<file path="config.mk">
export PLATFORM = sky130hd
export DESIGN_NAME = seq_divider16
export DESIGN_NICKNAME = d
export VERILOG_FILES = /design/src/rtl/div_pkg.sv /design/src/rtl/div_sub_stage.sv /design/src/rtl/seq_divider16.sv
export SDC_FILE = /design/constraint.sdc
export NUM_CORES = 1
export LEC_CHECK = 0
export ABC_AREA = 0
export CAP_MARGIN = 20
export CELL_PAD_IN_SITES_DETAIL_PLACEMENT = 1
export CELL_PAD_IN_SITES_GLOBAL_PLACEMENT = 1
export CORE_MARGIN = 5
export CORE_UTILIZATION = 41
export DETAILED_ROUTE_END_ITERATION = 8
export PLACE_DENSITY = 0.84
export SYNTH_ARGS = -nofsm -noshare
export SYNTH_HDL_FRONTEND = slang
export SYNTH_SLANG_ARGS = --single-unit
</file>
<file path="constraint.sdc">
create_clock -name clk -period 8.35 [get_ports clk]
set_clock_uncertainty 0.05 [all_clocks]
set_input_delay 1.67 -clock clk [delete_from_list [all_inputs] [get_ports clk]]
set_output_delay 1.67 -clock clk [all_outputs]
set_load 0.02 [all_outputs]
</file>
<file path="src/rtl/div_pkg.sv">
// Shared constants and state encoding for the sequential restoring divider.
package div_pkg;

  // Default operand, quotient and remainder width.
  localparam int unsigned DIV_WIDTH = 16;

  // Controller states, kept as plain constants so older tools can consume them.
  typedef logic [1:0] div_state_t;
  localparam div_state_t IDLE = 2'd0;
  localparam div_state_t RUN  = 2'd1;
  localparam div_state_t DONE = 2'd2;

  // Quotient reported for a divide by zero.
  localparam logic [DIV_WIDTH-1:0] DIV0_QUOTIENT = '1;

endpackage

</file>
<file path="src/rtl/div_sub_stage.sv">
// Combinational (WIDTH+1)-bit trial subtractor: minuend + ~{0,subtrahend} + 1.
// The MSB of the raw difference is the borrow; only the low WIDTH bits are
// forwarded because a kept difference never has that bit set.
module div_sub_stage
  import div_pkg::*;
#(
  parameter int unsigned WIDTH = DIV_WIDTH
) (
  input  logic [WIDTH:0]   minuend,
  input  logic [WIDTH-1:0] subtrahend,
  output logic [WIDTH-1:0] diff,
  output logic             borrow
);

  logic [WIDTH:0] b_inv;
  logic [WIDTH:0] sum;
  logic [WIDTH:0] carry;

  // Add with inverted operand, carry-in of one; generate/propagate per bit.
  always_comb begin
    b_inv    = ~{1'b0, subtrahend};
    sum      = '0;
    carry    = '0;
    carry[0] = 1'b1;
    for (int unsigned i = 0; i < WIDTH; i++) begin
      sum[i]       = minuend[i] ^ b_inv[i] ^ carry[i];
      carry[i + 1] = (minuend[i] & b_inv[i]) | ((minuend[i] ^ b_inv[i]) & carry[i]);
    end
    // Top bit needs no carry-out: its sum bit is the borrow.
    sum[WIDTH] = minuend[WIDTH] ^ b_inv[WIDTH] ^ carry[WIDTH];
  end

  assign diff   = sum[WIDTH-1:0];
  assign borrow = sum[WIDTH];

endmodule

</file>
<file path="src/rtl/seq_divider16.sv">
// Multi-cycle unsigned restoring divider, one quotient bit per clock, with a
// start/done handshake. Divide by zero completes immediately with a flag.
module seq_divider16
  import div_pkg::*;
#(
  parameter int unsigned WIDTH = DIV_WIDTH
) (
  input  logic             clk,
  input  logic             rst,
  input  logic             start,
  input  logic [WIDTH-1:0] dividend,
  input  logic [WIDTH-1:0] divisor,
  output logic             busy,
  output logic             done,
  output logic [WIDTH-1:0] quotient,
  output logic [WIDTH-1:0] remainder,
  output logic             div_by_zero
);

  localparam int unsigned          CNT_W     = $clog2(WIDTH) + 1;
  localparam logic [CNT_W-1:0]     LAST_ITER = CNT_W'(WIDTH - 1);

  div_state_t       state_q, state_d;
  logic [CNT_W-1:0] cnt_q, cnt_d;
  // Partial remainder. The (WIDTH+1)-bit remainder's MSB is always zero
  // between iterations (R < D), so only the low WIDTH bits are stored.
  logic [WIDTH-1:0] part_q, part_d;
  logic [WIDTH-1:0] shift_q, shift_d;
  logic [WIDTH-1:0] dsr_q, dsr_d;
  logic             busy_q, busy_d;
  logic             done_q, done_d;
  logic [WIDTH-1:0] quot_q, quot_d;
  logic [WIDTH-1:0] rem_q, rem_d;
  logic             dbz_q, dbz_d;

  logic [WIDTH:0]   trial_in;
  logic [WIDTH-1:0] trial_diff;
  logic             trial_borrow;
  logic [WIDTH-1:0] part_step;
  logic [WIDTH-1:0] shift_step;

  assign trial_in = {part_q, shift_q[WIDTH-1]};

  div_sub_stage #(
    .WIDTH(WIDTH)
  ) u_sub (
    .minuend   (trial_in),
    .subtrahend(dsr_q),
    .diff      (trial_diff),
    .borrow    (trial_borrow)
  );

  // On borrow restore the shifted remainder; a restore never sets bit WIDTH.
  assign part_step  = trial_borrow ? trial_in[WIDTH-1:0] : trial_diff;
  assign shift_step = {shift_q[WIDTH-2:0], ~trial_borrow};

  // Next-state logic for controller, datapath and result registers.
  always_comb begin
    state_d = state_q;
    cnt_d   = cnt_q;
    part_d  = part_q;
    shift_d = shift_q;
    dsr_d   = dsr_q;
    busy_d  = busy_q;
    done_d  = 1'b0;
    quot_d  = quot_q;
    rem_d   = rem_q;
    dbz_d   = dbz_q;

    case (state_q)
      IDLE: begin
        if (start) begin
          busy_d = 1'b1;
          if (divisor != '0) begin
            part_d  = '0;
            shift_d = dividend;
            dsr_d   = divisor;
            cnt_d   = '0;
            dbz_d   = 1'b0;
            state_d = RUN;
          end else begin
            // All-ones quotient at any WIDTH.
            quot_d  = '1;
            rem_d   = dividend;
            dbz_d   = 1'b1;
            done_d  = 1'b1;
            state_d = DONE;
          end
        end
      end

      RUN: begin
        part_d  = part_step;
        shift_d = shift_step;
        cnt_d   = cnt_q + 1'b1;
        if (cnt_q == LAST_ITER) begin
          quot_d  = shift_step;
          rem_d   = part_step;
          done_d  = 1'b1;
          state_d = DONE;
        end
      end

      DONE: begin
        busy_d  = 1'b0;
        state_d = IDLE;
      end

      default: begin
        busy_d  = 1'b0;
        state_d = IDLE;
      end
    endcase
  end

  // State and result registers with synchronous reset.
  always_ff @(posedge clk) begin
    if (rst) begin
      state_q <= IDLE;
      cnt_q   <= '0;
      part_q  <= '0;
      shift_q <= '0;
      dsr_q   <= '0;
      busy_q  <= 1'b0;
      done_q  <= 1'b0;
      quot_q  <= '0;
      rem_q   <= '0;
      dbz_q   <= 1'b0;
    end else begin
      state_q <= state_d;
      cnt_q   <= cnt_d;
      part_q  <= part_d;
      shift_q <= shift_d;
      dsr_q   <= dsr_d;
      busy_q  <= busy_d;
      done_q  <= done_d;
      quot_q  <= quot_d;
      rem_q   <= rem_d;
      dbz_q   <= dbz_d;
    end
  end

  assign busy        = busy_q;
  assign done        = done_q;
  assign quotient    = quot_q;
  assign remainder   = rem_q;
  assign div_by_zero = dbz_q;

endmodule

</file>
Yosys cells after proc, flatten, opt, wreduce, memory -nomap -nowiden
Index checks and enable logic that the tools add are counted.

word-level totals
  input port bits = 35
  register bits = 90
  logic and storage cells = 138

operators by class
  multiplexer cells = 28
  reductions and logical operators = 9
  bitwise operators = 84
  equal/unequal tests = 6
  $add $sub $neg = 1

operators by type and width
  operator                                                                number
  16-bit 2-to-1 mux                                                       11
  16-bit case mux with 2 select lines                                     4
  1-bit bitwise XOR                                                       33
  1-bit bitwise AND                                                       31
  16-bit NOT with 17-bit output                                           1
  1-bit OR                                                                16
  16-bit nonzero test                                                     1
  5-bit 2-to-1 mux                                                        2
  5-bit case mux with 2 select lines                                      1
  2-bit != test (second input constant)                                   4
  2-bit 2-to-1 mux                                                        3
  2-bit AND reduction                                                     3
  3-bit AND reduction                                                     2
  5-bit by 1-bit adder with 5-bit output (second input constant)          1
  5-bit by 4-bit equality test with 1-bit output (second input constant)  1
  1-bit 2-to-1 mux                                                        4
  1-bit case mux with 2 select lines                                      2
  2-bit case mux with 2 select lines                                      1
  4-bit AND reduction                                                     1
  1-bit NOT                                                               3
  2-bit by 1-bit equality test with 1-bit output (second input constant)  1
  2-bit zero test                                                         1
  2-bit nonzero test                                                      1

Logic depth before layout (Yosys ltp)
Gate-level depths: netlist (run 1).

  depth after elaboration = 37
  mapped depth = 26
  depth with buffers taken out = 25

Hierarchy
From an unflattened synthesis (run 1), not the netlist that was laid out.

second synthesis, totals
  cells, all modules = 455
  area, all modules = 4359.2 um^2

modules (own cells, without submodules)
  module         area each (um^2)  cells an instance  instances  sequential area each (um^2)
  seq_divider16  3917.5            406                1          1801.7
  div_sub_stage  441.7             49                 1          0.0

Worst setup path after synthesis (run 1)
OpenSTA, ideal clock, no wires.

  path type = register -> register
  from = register shift_q[15]
  to = register rem_q[10] (netlist: remainder[10])
  cell stages (with the launch flop) = 27
  library setup time = 134 ps
  slack = 1406 ps
  data arrival time = 6760 ps
  cell sequence = dfxtp_1 inv_1 ha_1 inv_1 fa_1 fa_1 fa_1 fa_1 fa_1 fa_1 inv_1 fa_1 inv_1 fa_1 fa_1 fa_1 fa_1 fa_1 fa_1 inv_1 fa_1 fa_1 xnor2_4 buf_4 mux2_2 a21boi_0 a211oi_1

on the way
  longest elaborated chain between the ends = 36

RTL lines
  element                                                 RTL line              text
  from (decl)                                             seq_divider16.sv:28   logic [WIDTH-1:0] shift_q, shift_d;
  from (signal assigned)                                  seq_divider16.sv:133  shift_q <= shift_d;
  1-bit bitwise AND or 1-bit bitwise XOR (tied branches)  div_sub_stage.sv:27   carry[i + 1] = (minuend[i] & b_inv[i]) | ((minuend[i] ^ b_inv[i]) & carry[i]);
  1-bit OR (*)                                            div_sub_stage.sv:27
  1-bit bitwise AND (*)                                   div_sub_stage.sv:27
  1-bit OR (*)                                            div_sub_stage.sv:27
  1-bit bitwise AND (*)                                   div_sub_stage.sv:27
  1-bit OR (*)                                            div_sub_stage.sv:27
  1-bit bitwise AND (*)                                   div_sub_stage.sv:27
  1-bit OR (*)                                            div_sub_stage.sv:27
  [20 not listed]                                         --
  1-bit bitwise AND                                       div_sub_stage.sv:27
  1-bit OR                                                div_sub_stage.sv:27
  1-bit bitwise AND                                       div_sub_stage.sv:27
  1-bit OR                                                div_sub_stage.sv:27
  1-bit bitwise XOR                                       div_sub_stage.sv:30   sum[WIDTH] = minuend[WIDTH] ^ b_inv[WIDTH] ^ carry[WIDTH];
  16-bit 2-to-1 mux (*)                                   seq_divider16.sv:54   assign part_step = trial_borrow ? trial_in[WIDTH-1:0] : trial_diff;
  16-bit 2-to-1 mux (*)                                   seq_divider16.sv:96   if (cnt_q == LAST_ITER) begin
  16-bit case mux with 2 select lines (*)                 seq_divider16.sv:70   case (state_q)
  to (signal assigned)                                    seq_divider16.sv:138  rem_q <= rem_d;
  to (decl)                                               seq_divider16.sv:33   logic [WIDTH-1:0] rem_q, rem_d;

Mark *: on every way between the ends. The rest lies on a longest branch, timed or not. The select of a mux whose other input is x is not followed.
A chain may end at the register's enable or synchronous reset.

Worst setup path in the final report (run 1)
  from = register shift_q[15]
  to = register rem_q[14] (netlist: remainder[14])

on the way
  longest elaborated chain between the ends = 36

RTL lines
  element                                                 RTL line
  1-bit bitwise AND or 1-bit bitwise XOR (tied branches)  div_sub_stage.sv:27
  1-bit OR (*)                                            div_sub_stage.sv:27
  1-bit bitwise AND (*)                                   div_sub_stage.sv:27
  1-bit OR (*)                                            div_sub_stage.sv:27
  1-bit bitwise AND (*)                                   div_sub_stage.sv:27
  1-bit OR (*)                                            div_sub_stage.sv:27
  1-bit bitwise AND (*)                                   div_sub_stage.sv:27
  1-bit OR (*)                                            div_sub_stage.sv:27
  [20 not listed]                                         --
  1-bit bitwise AND                                       div_sub_stage.sv:27
  1-bit OR                                                div_sub_stage.sv:27
  1-bit bitwise AND                                       div_sub_stage.sv:27
  1-bit OR                                                div_sub_stage.sv:27
  1-bit bitwise XOR                                       div_sub_stage.sv:30
  16-bit 2-to-1 mux (*)                                   seq_divider16.sv:54
  16-bit 2-to-1 mux (*)                                   seq_divider16.sv:96
  16-bit case mux with 2 select lines (*)                 seq_divider16.sv:70

Marks and branches as above.

==> run summary, run 1 <==
### Logic synthesis
• 40.7% — fraction of the yosys area taken by sequential cells
• 42 — Unique masters post-synth
• dfxtp_1 (90), nand2_1 (69), a21oi_1 (38) — top post-synthesis cells by count
• 0% — proportion of register bits with asynchronous set or reset after synthesis
• 4420 um^2 — post-synthesis cell area
• 9.41 um^2 — Avg Cell Area, Syn
• 90 — post-synthesis sequential element count
• dfxtp_1 — most repeated cell in the gate-level netlist after synthesis
• dfxtp_1 — cell type with the largest total area after synthesis
• 0 — yosys synthesis warning count
• 470 — number of standard cells after synthesis
• 0 — number of enable flip-flop cells after synthesis
• 40.7% — fraction of post-synthesis cell area in the top cell type by area
• 523 — syn nets
• dfxtp_1 (41%), fa_1 (6.8%), nand2_1 (5.9%) — cell types with the largest area share after synthesis
• dfxtp_1 — flip-flop cell with the highest count after synthesis

### Routing
• 12.2 mm — total detailed-routing wirelength
• 0 — count of antenna-violating nets left after detailed routing
• 5.67 — post-DR vias/cell
• 7 — number of iterations in the first detailed-routing pass
• 18.5 um — wire length per cell after detailed routing
• 3734 — vias after detailed routing
• 0 — number of remaining DRC errors
• 242 — count of routing violations after the opening detailed-route iteration

### Cells and area
• 1236 — number of filler instances in the final layout
• 2330 um^2 — area of the multi-input gates
• 0 — total inserted antenna cells
• 1800 um^2 — sequential cell area
• 20.3% — area added between synthesis and finish
• 566 — count of nets after finishing
• 9.07% — share of final-layout standard cells stronger than drive strength 1
• 658 — number of cells in the finished layout apart from fillers
• 49.7% — final core area utilization

### Critical path
• register — kind of end point of the critical path
• 8580 ps — Critical Path RT
• 7610 ps — Arrival @ worst endpoint
• register — crit start category
• register to register — critical path type
• 18 — worst-path maximum fanout

### CTS
• 9 — clock buffer count from CTS
• 100 ps — Worst-path clk slew
• clkbuf_8 — Clock Tree Root
• 3 — number of H-tree levels
• 2 — maximum clock insertion buffer count
• 370 ps — clock latency on the worst-skew pair
• 90 — sinks on the clock net
• 0 — number of post-CTS setup repair buffers
• 0 — hold bufs inserted after CTS
• 0 — number of resized instances in the post-cts repair step
• built — clock tree from TritonCTS

### Global routing
• 0 — total congestion overflow
• 19.1% — total track usage
• 3994 — via count of the first global-routing pass
• 0 — number of antenna violations at the first check in global routing
• 83 — maximum number of pins on one net before global-route repair
• 20.0 mm — first-pass GRT wire length

### STA
• 0 — total count of max-transition violations in the final report
• 7380 ps — final critical path time including I/O delays and setup
• 421 ps — worst hold slack across all endpoints
• 0 — number of endpoints with negative hold slack in the final report
• 0 ps — setup_tns
• 30.3% — relative slew slack
• 0 — final setup violating endpoints
• 0.136 GHz — highest clock frequency the design can meet
• false — setup repair after global routing missed its margin
• 88.3% — Final Cycle Share
• 1050 ps — transition at the pin with the smallest max-transition slack

### Placement
• 0.737 — Final GP Congestion
• 69 — count of input and output buffers
• 642 — instance count after placement with tap cells included
• 8.16 mm — Detailed Place HPWL

### Die
• 70 — Ports
• 114 um — Die Y
• 38 — num rows
• 10700 um^2 — Core Area
• 41.3% — starting density of the core
• 114 um — overall die width
• 13000 um^2 — die footprint

### Power and ir drop
• 1.03 mW — overall power after layout
• 24.4% — part of the power in combinational logic
• 30.5% — fraction of power consumed by the clock network
• 328 uW — net switching component of the power
• 31.7% — net switching fraction of the power
• 0.0000927 V — Worst IR Drop VDD
• 45.1% — fraction of power consumed by sequential logic
• 194 nW/um^2 — power density over the cells
• 1.85 nW — total leakage power
• 706 uW — P_int

### Status
• finished, final reports clean — status

### Flow run
• 0 — max capacitance violation total

### Hold path
• register to register — kind of path behind the tightest hold check

power groups by stage:
stage | clock (mW) | combinational (mW) | sequential (mW)
after floorplan | 0 | 0.187 | 0.472
after global placement | 0 | 0.240 | 0.475
after detailed placement | 0 | 0.253 | 0.476
after CTS | 0.322 | 0.255 | 0.466
after global routing | 0.337 | 0.277 | 0.470
final | 0.316 | 0.252 | 0.466
critical path, stage by stage (launching register included):
cell and delay [ps]:
dfxtp_1 310, inv_1 100, ha_1 160, inv_1 50, fa_1 380, fa_1 390
fa_1 380, fa_1 390, fa_1 390, fa_1 370, inv_1 70, fa_1 150
inv_1 50, fa_1 370, fa_1 390, fa_1 390, fa_1 400, fa_1 390
fa_1 380, inv_1 80, fa_1 200, fa_1 280, xnor2_4 320, mux2i_1 380
a21boi_0 180, a211oi_1 300
final cells by class:
class / instances / area share [%]
Clock buffer: 10 / 2.40
Tap cell: 140 / 3.29
Inverter: 22 / 1.55
Sequential cell: 90 / 33.9
Multi-Input combinational cell: 316 / 43.9
Timing Repair Buffer: 74 / 13.6
Clock inverter: 6 / 1.39
cell usage in the layout, fill, tap and decap left out, drive strengths merged, types with 6 or more instances in the layout:
cell type | synthesis | routed
a21oi | 39 | 39
a221oi | 16 | 16
o21ai | 27 | 27
clkdlybuf4s50 | 0 | 68
a21boi | 13 | 13
buf | 15 | 6
nor2 | 7 | 7
a211oi | 18 | 18
nor2b | 16 | 16
fa | 15 | 15
o221a | 16 | 16
mux2 | 27 | 27
clkbuf | 27 | 10
nand2 | 69 | 69
dfxtp | 90 | 90
mux2i | 7 | 7
inv | 21 | 24
nand3 | 14 | 14
sequential cells by signal, indices dropped and copies added, names as in the netlist, 2 cells and up:
name and flops:
cnt_q 5, dsr_q 16, part_q 16, quotient 16
remainder 16, shift_q 16, state_q 2
per-stage QoR:
stage | instance area (um^2) | worst slack [ps]
after CTS | 5320 | 947
after detailed placement | 5120 | 985
final | 5320 | 973
after global routing | 5320 | 726
after floorplan | 4420 | 1410
after global placement | 5120 | 1300
kinds of logic after synthesis:
kind of cell | after synthesis | share of synthesized area, %
xor+xnor | 1 | 0.623
simple gates | 118 | 12.7
fa+ha+maj | 18 | 7.64
mux | 34 | 8.46
compound gates | 145 | 23.2
flops | 90 | 40.7
buf+inv | 64 | 6.62
final timing paths:
path                             from                         end  slack (ps)  cells after the start
max          shift_q[15]$_SDFFE_PP0P_  remainder[14]$_SDFFE_PP0P_         970                     25
min reg2reg  div_by_zero$_SDFFE_PP0P_    div_by_zero$_SDFFE_PP0P_         420                      2
min          div_by_zero$_SDFFE_PP0P_    div_by_zero$_SDFFE_PP0P_         420                      2
max reg2reg  shift_q[15]$_SDFFE_PP0P_  remainder[14]$_SDFFE_PP0P_         970                     25
routing by layer:
metal / part of all wire, % / GRT usage [%] / vias up / wire (um)
met2: 51 / 33.1 / 89 / 6150
li1: - / - / 1756 / -
met3: 5.2 / 3.71 / 25 / 634
met4: 2.3 / 7.36 / 0 / 277
met1: 42 / 23.5 / 1864 / 5100
met5: 0 / 0 / - / 0
No activity file was read; power rests on OpenSTA's default activity.
==> inputs of run 2 (changes only) <==
--- a/config.mk
+++ b/config.mk
@@ -9,6 +9,7 @@
 export CAP_MARGIN = 20
 export CELL_PAD_IN_SITES_DETAIL_PLACEMENT = 1
 export CELL_PAD_IN_SITES_GLOBAL_PLACEMENT = 1
+export CORE_ASPECT_RATIO = 1.25
 export CORE_MARGIN = 5
 export CORE_UTILIZATION = 41
 export DETAILED_ROUTE_END_ITERATION = 8
==> run 2 against run 1 <==
Routed wire length increased by 2.7%. Sequential power about the same. Non-clock buffer count increased by 2. Global-route usage increased by 0.85 points. Final cell count decreased by 1.1%. Maximum frequency decreased by 1.7%. Core utilization increased by 1.9 points. Worst hold slack improved by 4.0 ps. Design area increased by 2.4%. Register-to-register slack got worse by 130 ps. Via count decreased by 1.2%. Critical endpoint is now remainder[15]$_SDFFE_PP0P_. Largest cell class unchanged. Highest routed layer unchanged.
==> run summary, run 2 (synthesized netlist as in run 1, its figures left out) <==
### Die
• 42 — num rows
• 41.9% — starting density of the core
• 10600 um^2 — Core Area
• 126 um — Die Y
• 103 um — overall die width
• 70 — Ports
• 13000 um^2 — die footprint

### STA
• 0 — total count of max-transition violations in the final report
• 31.0% — relative slew slack
• false — setup repair after global routing missed its margin
• 0 — final setup violating endpoints
• 0 — number of endpoints with negative hold slack in the final report
• 1040 ps — transition at the pin with the smallest max-transition slack
• 0 ps — setup_tns
• 845 ps — final setup slack of the worst path
• 0.133 GHz — highest clock frequency the design can meet
• 89.9% — Final Cycle Share
• 7510 ps — final critical path time including I/O delays and setup

### Global routing
• 3930 — via count of the first global-routing pass
• 20.0% — total track usage
• 0 — number of antenna violations at the first check in global routing
• 0 — total congestion overflow
• 20.5 mm — first-pass GRT wire length
• 83 — maximum number of pins on one net before global-route repair

### Flow run
• 0 — max capacitance violation total

### Critical path
• 25 — length in cells of the worst reg-to-reg path
• register to register — critical path type
• remainder[15]$_SDFFE_PP0P_ — r2r endpoint
• 7690 ps — Arrival @ worst endpoint
• 18 — worst-path maximum fanout
• shift_q[15]$_SDFFE_PP0P_ — CP Launch Point
• 840 ps — setup slack on the worst flop-to-flop path
• shift_q[15]$_SDFFE_PP0P_ — startpoint of the lowest-slack register-to-register path
• 8540 ps — Critical Path RT
• register — kind of end point of the critical path
• register — crit start category

### Power and ir drop
• 0.000128 V — Worst IR Drop VDD
• 1.15 mW — overall power after layout
• 1.91 nW — total leakage power
• 211 nW/um^2 — power density over the cells

### Placement
• 937 ps — worst slack at placement
• 0.797 — Final GP Congestion
• 636 — instance count after placement with tap cells included
• 69 — count of input and output buffers
• 8.21 mm — Detailed Place HPWL

### Routing
• 3691 — vias after detailed routing
• 0 — number of remaining DRC errors
• 4 — number of iterations in the first detailed-routing pass
• 12.5 mm — total detailed-routing wirelength
• 19.2 um — wire length per cell after detailed routing
• 0 — count of antenna-violating nets left after detailed routing
• 5.67 — post-DR vias/cell
• 165 — count of routing violations after the opening detailed-route iteration

### Cells and area
• dfxtp_1 (90), nand2_1 (69), clkdlybuf4s50_1 (68) — commonest cells after routing, fill and taps aside
• 651 — number of cells in the finished layout apart from fillers
• 23.2% — area added between synthesis and finish
• 568 — count of nets after finishing
• 9.25% — share of final-layout standard cells stronger than drive strength 1
• dfxtp_1 — most common cell after layout, fill and taps aside
• 0 — total inserted antenna cells
• 51.6% — final core area utilization

### CTS
• 3 — number of H-tree levels
• 0 — number of resized instances in the post-cts repair step
• 9 — clock buffer count from CTS
• 0 — number of post-CTS setup repair buffers
• built — clock tree from TritonCTS
• 2 — maximum clock insertion buffer count
• clkbuf_16 — Clock Tree Root
• 90 — sinks on the clock net
• 340 ps — clock latency on the worst-skew pair
• 60 ps — Worst-path clk slew
• 0 — hold bufs inserted after CTS

### Status
• finished, final reports clean — status

### Hold path
• 2 — hold-critical path depth
• register to register — kind of path behind the tightest hold check
• div_by_zero$_SDFFE_PP0P_ — HP Start
• div_by_zero$_SDFFE_PP0P_ — Worst Hold Path EP

==> run 2: cell types whose count changed in the layout (fill, tap and decap cells not counted), sizes merged <==
cell,before,now
clkbuf,10,13
inv,24,21
buf,6,8
clkinv,3,2
==> run 2: cell type report <==
cell class	instances	area, um^2
Sequential cell	90	1800
Inverter	22	82.6
Clock inverter	2	35.0
Multi-Input combinational cell	316	2330
Tap cell	132	165
Fill cell	1206	5110
Timing Repair Buffer	76	758
Clock buffer	13	270
==> run 2: worst max-delay path by stage <==
| stage | to | cells after the start | slack [ps] |
|---|---|---|---|
| 2_1_floorplan | remainder[10]$_SDFFE_PP0P_ | 26 | 1410 |
| 3_3_place_gp | remainder[9]$_SDFFE_PP0P_ | 25 | 1250 |
| 3_5_place_dp | remainder[0]$_SDFFE_PP0P_ | 25 | 940 |
| 4_1_cts | remainder[15]$_SDFFE_PP0P_ | 25 | 810 |
| 5_1_grt | remainder[15]$_SDFFE_PP0P_ | 25 | 520 |
| 6_report | remainder[15]$_SDFFE_PP0P_ | 25 | 840 |
==> run 2: report_power, final <==
group	switching [mW]	internal [mW]	leakage (nW)
registers	0.0175	0.450	0.732
logic	0.145	0.118	1.03
clock network	0.163	0.254	0.152
==> run 2: metal layers <==
| metal | up-vias | GRT usage [%] | part of all wire [%] |
|---|---|---|---|
| met4 | 0 | 9.07 | 2.5 |
| met1 | 1805 | 25.4 | 43 |
| met2 | 109 | 33.3 | 51 |
| met5 | - | 0 | 0 |
| li1 | 1756 | - | - |
| met3 | 21 | 2.49 | 4.3 |
==> run 2: through the flow <==
| step | hold slack (ps) | instance area, um^2 |
|---|---|---|
| 5_1_grt | 449 | 5450 |
| 6_report | 425 | 5450 |
| 4_1_cts | 427 | 5450 |
| 3_3_place_gp | 395 | 5110 |
| 2_1_floorplan | 385 | 4420 |
| 3_5_place_dp | 403 | 5140 |
==> run 2: critical path, stage by stage (launching register included) <==
cell and delay [ps]:
dfxtp_1 300, inv_1 90, ha_1 160, inv_1 50
fa_1 380, fa_1 390, fa_1 400, fa_1 400
fa_1 390, fa_1 370, inv_1 70, fa_1 160
inv_1 50, fa_1 390, fa_1 410, fa_1 400
fa_1 400, fa_1 400, fa_1 380, inv_1 90
fa_1 250, fa_1 310, xnor2_4 300, mux2i_1 350
a21boi_0 140, a211oi_1 320
